===== src/rtl/serial_adder_pkg.sv =====
// serial_adder_pkg
// Shared definitions for the bit-serial adder.
//   state_t   : FSM state encoding (IDLE, SHIFT, DONE)
//   cnt_width : width of the bit counter needed to count WIDTH shift edges
package serial_adder_pkg;

  typedef enum logic [1:0] {
    ST_IDLE  = 2'd0,
    ST_SHIFT = 2'd1,
    ST_DONE  = 2'd2
  } state_t;

  // The counter must hold values 0..WIDTH-1. WIDTH=1 still needs a
  // one-bit register, so clamp the result to at least 1.
  function automatic int cnt_width(input int width);
    return (width <= 1) ? 1 : $clog2(width);
  endfunction

endpackage


===== src/rtl/serial_adder_fa_bit.sv =====
// fa_bit
// Purely combinational one-bit full adder. This is the single arithmetic
// cell shared by every bit position of the serial adder.
// Ports:
//   a, b   : operand bits
//   cin    : carry in
//   sum    : a ^ b ^ cin
//   carry  : majority(a, b, cin)
module fa_bit (
  input  logic a,
  input  logic b,
  input  logic cin,
  output logic sum,
  output logic carry
);

  assign sum   = a ^ b ^ cin;
  assign carry = (a & b) | (a & cin) | (b & cin);

endmodule


===== src/rtl/serial_adder.sv =====
// serial_adder
// Bit-serial ripple adder: computes a + b + cin for WIDTH-bit operands,
// one bit per clock, using a single fa_bit cell and a carry flip-flop.
// Latency is WIDTH cycles in SHIFT plus one DONE cycle.
// Parameters:
//   WIDTH : operand/result width, 1..32
// Ports:
//   clk, rst : clock and asynchronous active-high reset
//   start    : request a new addition (only sampled in IDLE)
//   a, b     : operands, captured on the accepting edge
//   cin      : carry in, captured on the accepting edge
//   busy     : high while shifting
//   done     : one-cycle pulse when a result is presented
//   sum      : result of the last completed addition (held)
//   cout     : carry out of the last completed addition (held)
//   ovf      : signed overflow of the last completion; only present when
//              the SERIAL_ADDER_OVF_EN macro is defined
module serial_adder
  import serial_adder_pkg::*;
#(
  parameter int WIDTH = 8
) (
  input  logic             clk,
  input  logic             rst,
  input  logic             start,
  input  logic [WIDTH-1:0] a,
  input  logic [WIDTH-1:0] b,
  input  logic             cin,
  output logic             busy,
  output logic             done,
  output logic [WIDTH-1:0] sum,
  output logic             cout
`ifdef SERIAL_ADDER_OVF_EN
  ,
  output logic             ovf
`endif
);

  localparam int            CW   = cnt_width(WIDTH);
  localparam logic [CW-1:0] LAST = CW'(WIDTH - 1);

  state_t           state;
  state_t           state_next;
  logic [WIDTH-1:0] a_sh;
  logic [WIDTH-1:0] b_sh;
  logic [WIDTH-1:0] res_sh;
  logic [WIDTH-1:0] res_next;
  logic [CW-1:0]    cnt;
  logic             carry;
  logic             s;
  logic             c;
  logic             last_bit;

  // The one and only adder cell always sees the current LSB pair and the
  // stored carry; the sequencing below decides when its output is used.
  fa_bit u_fa (
    .a     (a_sh[0]),
    .b     (b_sh[0]),
    .cin   (carry),
    .sum   (s),
    .carry (c)
  );

  // New sum bit enters at the MSB so that after WIDTH shifts the first
  // (least significant) bit has travelled down to bit 0. Written as a
  // shift/or so it stays legal for WIDTH=1.
  assign res_next = (res_sh >> 1) | (WIDTH'(s) << (WIDTH - 1));
  assign last_bit = (cnt == LAST);

  // State register.
  always_ff @(posedge clk or posedge rst) begin
    if (rst) begin
      state <= ST_IDLE;
    end else begin
      state <= state_next;
    end
  end

  // Next-state and status decode. busy/done come straight from the state
  // register, so they carry no combinational path from any input.
  always_comb begin
    state_next = state;
    busy       = 1'b0;
    done       = 1'b0;
    case (state)
      ST_IDLE: begin
        if (start) state_next = ST_SHIFT;
      end
      ST_SHIFT: begin
        busy = 1'b1;
        if (last_bit) state_next = ST_DONE;
      end
      ST_DONE: begin
        done       = 1'b1;
        state_next = ST_IDLE;
      end
      default: state_next = ST_IDLE;
    endcase
  end

  // Datapath: operand load on acceptance, one bit per SHIFT edge, and the
  // result registers updated only on the final shift edge so they hold the
  // previous answer throughout the next operation.
  always_ff @(posedge clk or posedge rst) begin
    if (rst) begin
      a_sh   <= '0;
      b_sh   <= '0;
      res_sh <= '0;
      cnt    <= '0;
      carry  <= 1'b0;
      sum    <= '0;
      cout   <= 1'b0;
`ifdef SERIAL_ADDER_OVF_EN
      ovf    <= 1'b0;
`endif
    end else begin
      case (state)
        ST_IDLE: begin
          if (start) begin
            a_sh   <= a;
            b_sh   <= b;
            carry  <= cin;
            cnt    <= '0;
            res_sh <= '0;
          end
        end
        ST_SHIFT: begin
          a_sh   <= a_sh >> 1;
          b_sh   <= b_sh >> 1;
          res_sh <= res_next;
          carry  <= c;
          cnt    <= cnt + CW'(1);
          if (last_bit) begin
            sum  <= res_next;
            cout <= c;
`ifdef SERIAL_ADDER_OVF_EN
            // On the MSB step the stored carry is the carry into the MSB.
            ovf  <= carry ^ c;
`endif
          end
        end
        default: ;
      endcase
    end
  end

endmodule


===== config.mk =====
export PLATFORM = sky130hd
export DESIGN_NAME = serial_adder
export DESIGN_NICKNAME = d
export VERILOG_FILES = /design/src/rtl/serial_adder_pkg.sv /design/src/rtl/serial_adder_fa_bit.sv /design/src/rtl/serial_adder.sv
export SDC_FILE = /design/constraint.sdc
export NUM_CORES = 1
export LEC_CHECK = 0
export CAP_MARGIN = 20
export CORE_MARGIN = 4
export CORE_UTILIZATION = 46
export DETAILED_ROUTE_END_ITERATION = 16
export PLACE_DENSITY = 0.75
export SETUP_SLACK_MARGIN = 0.02
export SYNTH_ARGS = -nofsm -noshare
export SYNTH_HDL_FRONTEND = slang
export SYNTH_SLANG_ARGS = --single-unit

===== constraint.sdc =====
create_clock -name clk -period 1.49 [get_ports clk]
set_input_delay 0.447 -clock clk [delete_from_list [all_inputs] [get_ports clk]]
set_output_delay 0.447 -clock clk [all_outputs]
set_load 0.01 [all_outputs]

# == After elaboration in Yosys (flattened, before gate mapping) ==
# Cells that the tools add are included.
# word_totals
output_inout_bits,11
elab_cells,42
reg_bits,39
# op_classes
n_reduce_logical,5
n_mux,15
n_bitwise,8
add_sub_neg,1
eq_ne,5
# op_table
op,n
8-bit one-hot mux with 2 select lines,3
8-bit two-way mux,3
7-bit by 8-bit OR with 8-bit output,1
3-bit one-hot mux with 2 select lines,1
2-bit AND reduction,3
2-bit two-way mux,2
2-bit != test (second input constant),2
2-bit one-hot mux with 2 select lines,1
3-bit by 1-bit adder with 3-bit output (second input constant),1
1-bit AND,3
3-bit == test (second input constant),1
1-bit two-way mux,3
3-bit two-way mux,1
2-bit by 1-bit == test with 1-bit output (second input constant),1
2-bit == test (second input constant),1
2-bit logical NOT,1
1-bit OR,2
1-bit one-hot mux with 2 select lines,1
2-bit nonzero test,1
1-bit bitwise XOR,2

# == Depth between registers and ports, before layout ==
# logic_depth
ltp_word,4
depth_mapped,5

# == Hierarchy ==
# From an unflattened synthesis, not the netlist that was laid out.
# unflattened
cells_unflattened,141
area_unflattened_um2,1701.6
# by_module_without_submodules
mod,n_inst,seq_area_each_um2,cells_each,area_each_um2
serial_adder,1,950.9,140,1681.6
fa_bit,1,0.0,1,20.0

# == Worst setup path after synthesis ==
# Ideal clock, no wire load.
# synth_timing
kind,register to register
start,register cnt[0]
end,register cout
slack_ns,0.025
t_required_ns,1.365
setup_ns,0.125
arrival_ns,1.340
n_path_buf,1
stages_incl_launch_ff,6
cell_sequence,dfrtp_1 > ha_1 > ha_1 > nand3b_1 > buf_2 > mux2_2
# synth_between
elab_chain_cells,2
# synth_lines
element,line,rtl
"start, declared",serial_adder.sv:48,logic [CW-1:0] cnt;
"start signal, assigned",serial_adder.sv:132,cnt <= cnt + CW'(1);
3-bit == test,serial_adder.sv:68,assign last_bit = (cnt == LAST);
2-bit AND reduction (no source line),-,
"end signal, assigned",serial_adder.sv:112,cout <= 1'b0;
"end signal, assigned",serial_adder.sv:135,cout <= c;
"end, declared",serial_adder.sv:32,output logic cout
# No other way between the ends.
# A chain may end at the register's enable or synchronous reset.

# == Worst setup path in the final report ==
# layout_timing
start,register state[1]
end,output busy
# layout_between
elab_chain_cells,2
# layout_lines
element,line,rtl
"start, declared",serial_adder.sv:42,state_t state;
"start signal, assigned",serial_adder.sv:75,state <= state_next;
2-bit by 1-bit == test with 1-bit output,serial_adder.sv:85,case (state)
1-bit two-way mux,serial_adder.sv:85,
"end, declared",serial_adder.sv:29,"output logic busy,"
# No other way between the ends.

==> impl_metrics.toml <==
[synthesis]
syn_inst = 145
synth_area_leaders = "dfrtp_1 55%, a221oi_1 6.6%, mux2_2 6.5%, nor3b_1 5.6%, a22o_1 4.6%"
synth.avg_cell_area_sq_um = 11.9
ys_warn_count = 0
syn-num-nets = 168
netlist_area_sq_mm = 0.00173
ys_ff_latch = 38
yosysSeqAreaShare = 0.549
synth_top_cell_by_area = "dfrtp_1"
synth_cell_types = 24
yosysTopAreaCellShare = 0.549

[clock_tree]
cts_buffer_depth = 2
cts_tree = "built"
clk_pin_slew_ns = 0.08
h-tree-depth = 2
ctsRootBufferMaster = "clkbuf_8"
cts_sinks = 38
cts_hold_buffers = 0
clock_latency_ns = 0.29
cts_buffers = 5

[floorplan]
core-area_sq_mm = 0.00366
dieArea_sq_mm = 0.00481
row_count = 22
die_w_um = 69.4
io_pins = 31
initial_core_util = 0.473
dieHeight_um = 69.4

[route]
avgViaCountPerCell = 5.31
routed_wl_um = 3770
drtPass1Iterations = 4
vias = 1275
drt_iter0_drc = 85
drc_errors = 0
wl_per_cell_um = 15.7
antenna_left = 0

[grt]
grt_max_degree = 39
antenna_found_initial = 0
grt_pass1_vias = 1336
track_usage = 0.159
grt_pass1_wl_um = 6090
gr-total-overflow = 0

[setup_path]
r2r_slack_ns = 0.01
crit_path_end_kind = "primary output"
crit_type = "register to primary output"
r2r_start = "state[1]$_DFFE_PP0P_"
r2r_end = "a_sh[5]$_DFFE_PP0P_"
ff2ff_path_depth = 5
crit_arrival_ns = 1.06
required_ns = 1.04
start_kind = "register"
path_max_fanout = 3

[pwr]
leakagePower_nw = 1.18
ir_drop_v = 0.000953
powerDensity_mw_per_mm2 = 1980

[sta]
fin_crit_ns = 1.51
fmax_mhz = 664
maxSlewViolCount = 0
tightest_slew_ns = 0.409
rsz0062_at_grt = "true"
fin_skew_ns = 0.00295
relSlewSlack = 0.726
finalSetupViolations = 2
hold_viol_final = 0
post-route-period-util = 1.01
fin_tns_setup_ns = -0.0193
layout_setup_ws_ns = -0.0153

[finish]
nets = 214
fillers = 265
drive_above_1_share = 0.318
insertedDiodeCount = 0
area_delta_synth_final_pct = 44.1

[run_status]
failed_checks = "setup timing"
outcome = "finished, violations left"

[placement]
portBuffers = 30
place_ws_ns = -0.248
hpwl_um = 2430
place_congestion = 0.808

[min_path]
hold_depth = 1
hold_path_end = "b_sh[7]$_DFFE_PP0P_"
min_from = "b_sh[7]$_DFFE_PP0P_"
hold_path_class = "register to register"

[run]
cap_violations = 0
what timing repair did:
action                     4_1_cts  5_1_grt
resized for setup               38       20
setup endpoints to repair       21       24
pin swaps                        2        4
setup buffers                    8        2
gates cloned                     1        0
cells in the mapped netlist:
master / number
dfrtp_1: 38
inv_1: 19
a221oi_1: 13
nor3b_1: 13
nor2b_1: 12
mux2_2: 10
a22o_1: 9
nor2_1: 6
clkbuf_1: 4
buf_2: 3
a222oi_1: 2
buf_6: 2
ha_1: 2
nand3b_1: 2
a21o_1: 1
a21oi_1: 1
and4bb_2: 1
buf_4: 1
fa_1: 1
nand2_1: 1
nor2_2: 1
o21bai_4: 1
o221ai_1: 1
or2_2: 1
registers in the layout, summed over array words and instances, names as in the netlist:
name / flops
cnt: 3
a_sh: 8
carry: 1
state: 2
b_sh: 8
cout: 1
res_sh: 7
sum: 8
worst max path at each step:
stage / start / endpoint / slack, ns / depth (start not counted)
after floorplan: cnt[0]$_DFFE_PP0P_ / cout$_DFFE_PP0P_ / 0.03 / 5
after global placement: start / b_sh[1]$_DFFE_PP0P_ / -0.17 / 3
after detailed placement: start / a_sh[5]$_DFFE_PP0P_ / -0.25 / 4
after CTS: state[1]$_DFFE_PP0P_ / done / -0.05 / 3
after global routing: state[1]$_DFFE_PP0P_ / busy / -0.07 / 3
final: state[1]$_DFFE_PP0P_ / busy / -0.02 / 3
critical path, stage by stage (launching register included):
cell,delay [ns]
dfrtp_1,0.41
buf_6,0.14
nor2b_4,0.11
buf_6,0.11
power breakdown:
| group | internal [mW] | switching, mW | total [mW] |
|---|---|---|---|
| sequential | 1.50 | 0.292 | 1.80 |
| clock | 0.498 | 0.377 | 0.874 |
| combinational | 1.28 | 0.992 | 2.27 |
layer usage:
metal	track usage	up-vias	wire (um)
met5	0	-	0
met4	0.0521	0	21
met3	0.0507	4	167
met2	0.266	30	1900
met1	0.195	629	1690
li1	-	612	-
layout make-up:
type | count | area (sq um) | share of cell area
clock inverters | 3 | 45.0 | 0.0181
multi-input cells | 78 | 813 | 0.326
clock buffers | 5 | 68.8 | 0.0276
inverters | 19 | 71.3 | 0.0286
flip-flops and latches | 38 | 951 | 0.381
well taps | 48 | 60.1 | 0.0241
repair buffers | 49 | 485 | 0.195
kinds of logic after synthesis:
kind of cell    count (synthesis)  synth area share
simple gates                   37             0.138
flops                          38             0.549
fa+ha+maj                       3            0.0260
buf+inv                        29            0.0759
mux                            10            0.0650
compound gates                 28             0.146
per-stage QoR:
stage | power, mW | hold WS (ns) | cell area [sq um] | utilization | std cells
floorplan | 2.94 | 0.450 | 1730 | - | 145
global placement | 3.53 | 0.464 | 2140 | 0.586 | 223
detailed placement | 3.63 | 0.475 | 2140 | 0.586 | 223
CTS | 4.75 | 0.492 | 2410 | 0.658 | 240
global route | 5.28 | 0.524 | 2490 | 0.681 | 240
finish | 4.94 | 0.495 | 2490 | 0.681 | 240
placed cells by master, fill, tap and decap left out, types with 5 or more instances in the layout:
master and n:
clkdlybuf4s50_1 19, nor3b_1 13, mux2_4 9, nor2b_1 9
buf_6 9, dlygate4sd2_1 9, dfrtp_1 38, a221oi_2 12
inv_1 19, buf_4 10, a22o_1 9, nor2_1 6
clkbuf_8 5
Note: power is estimated with default switching activity, not from simulation.
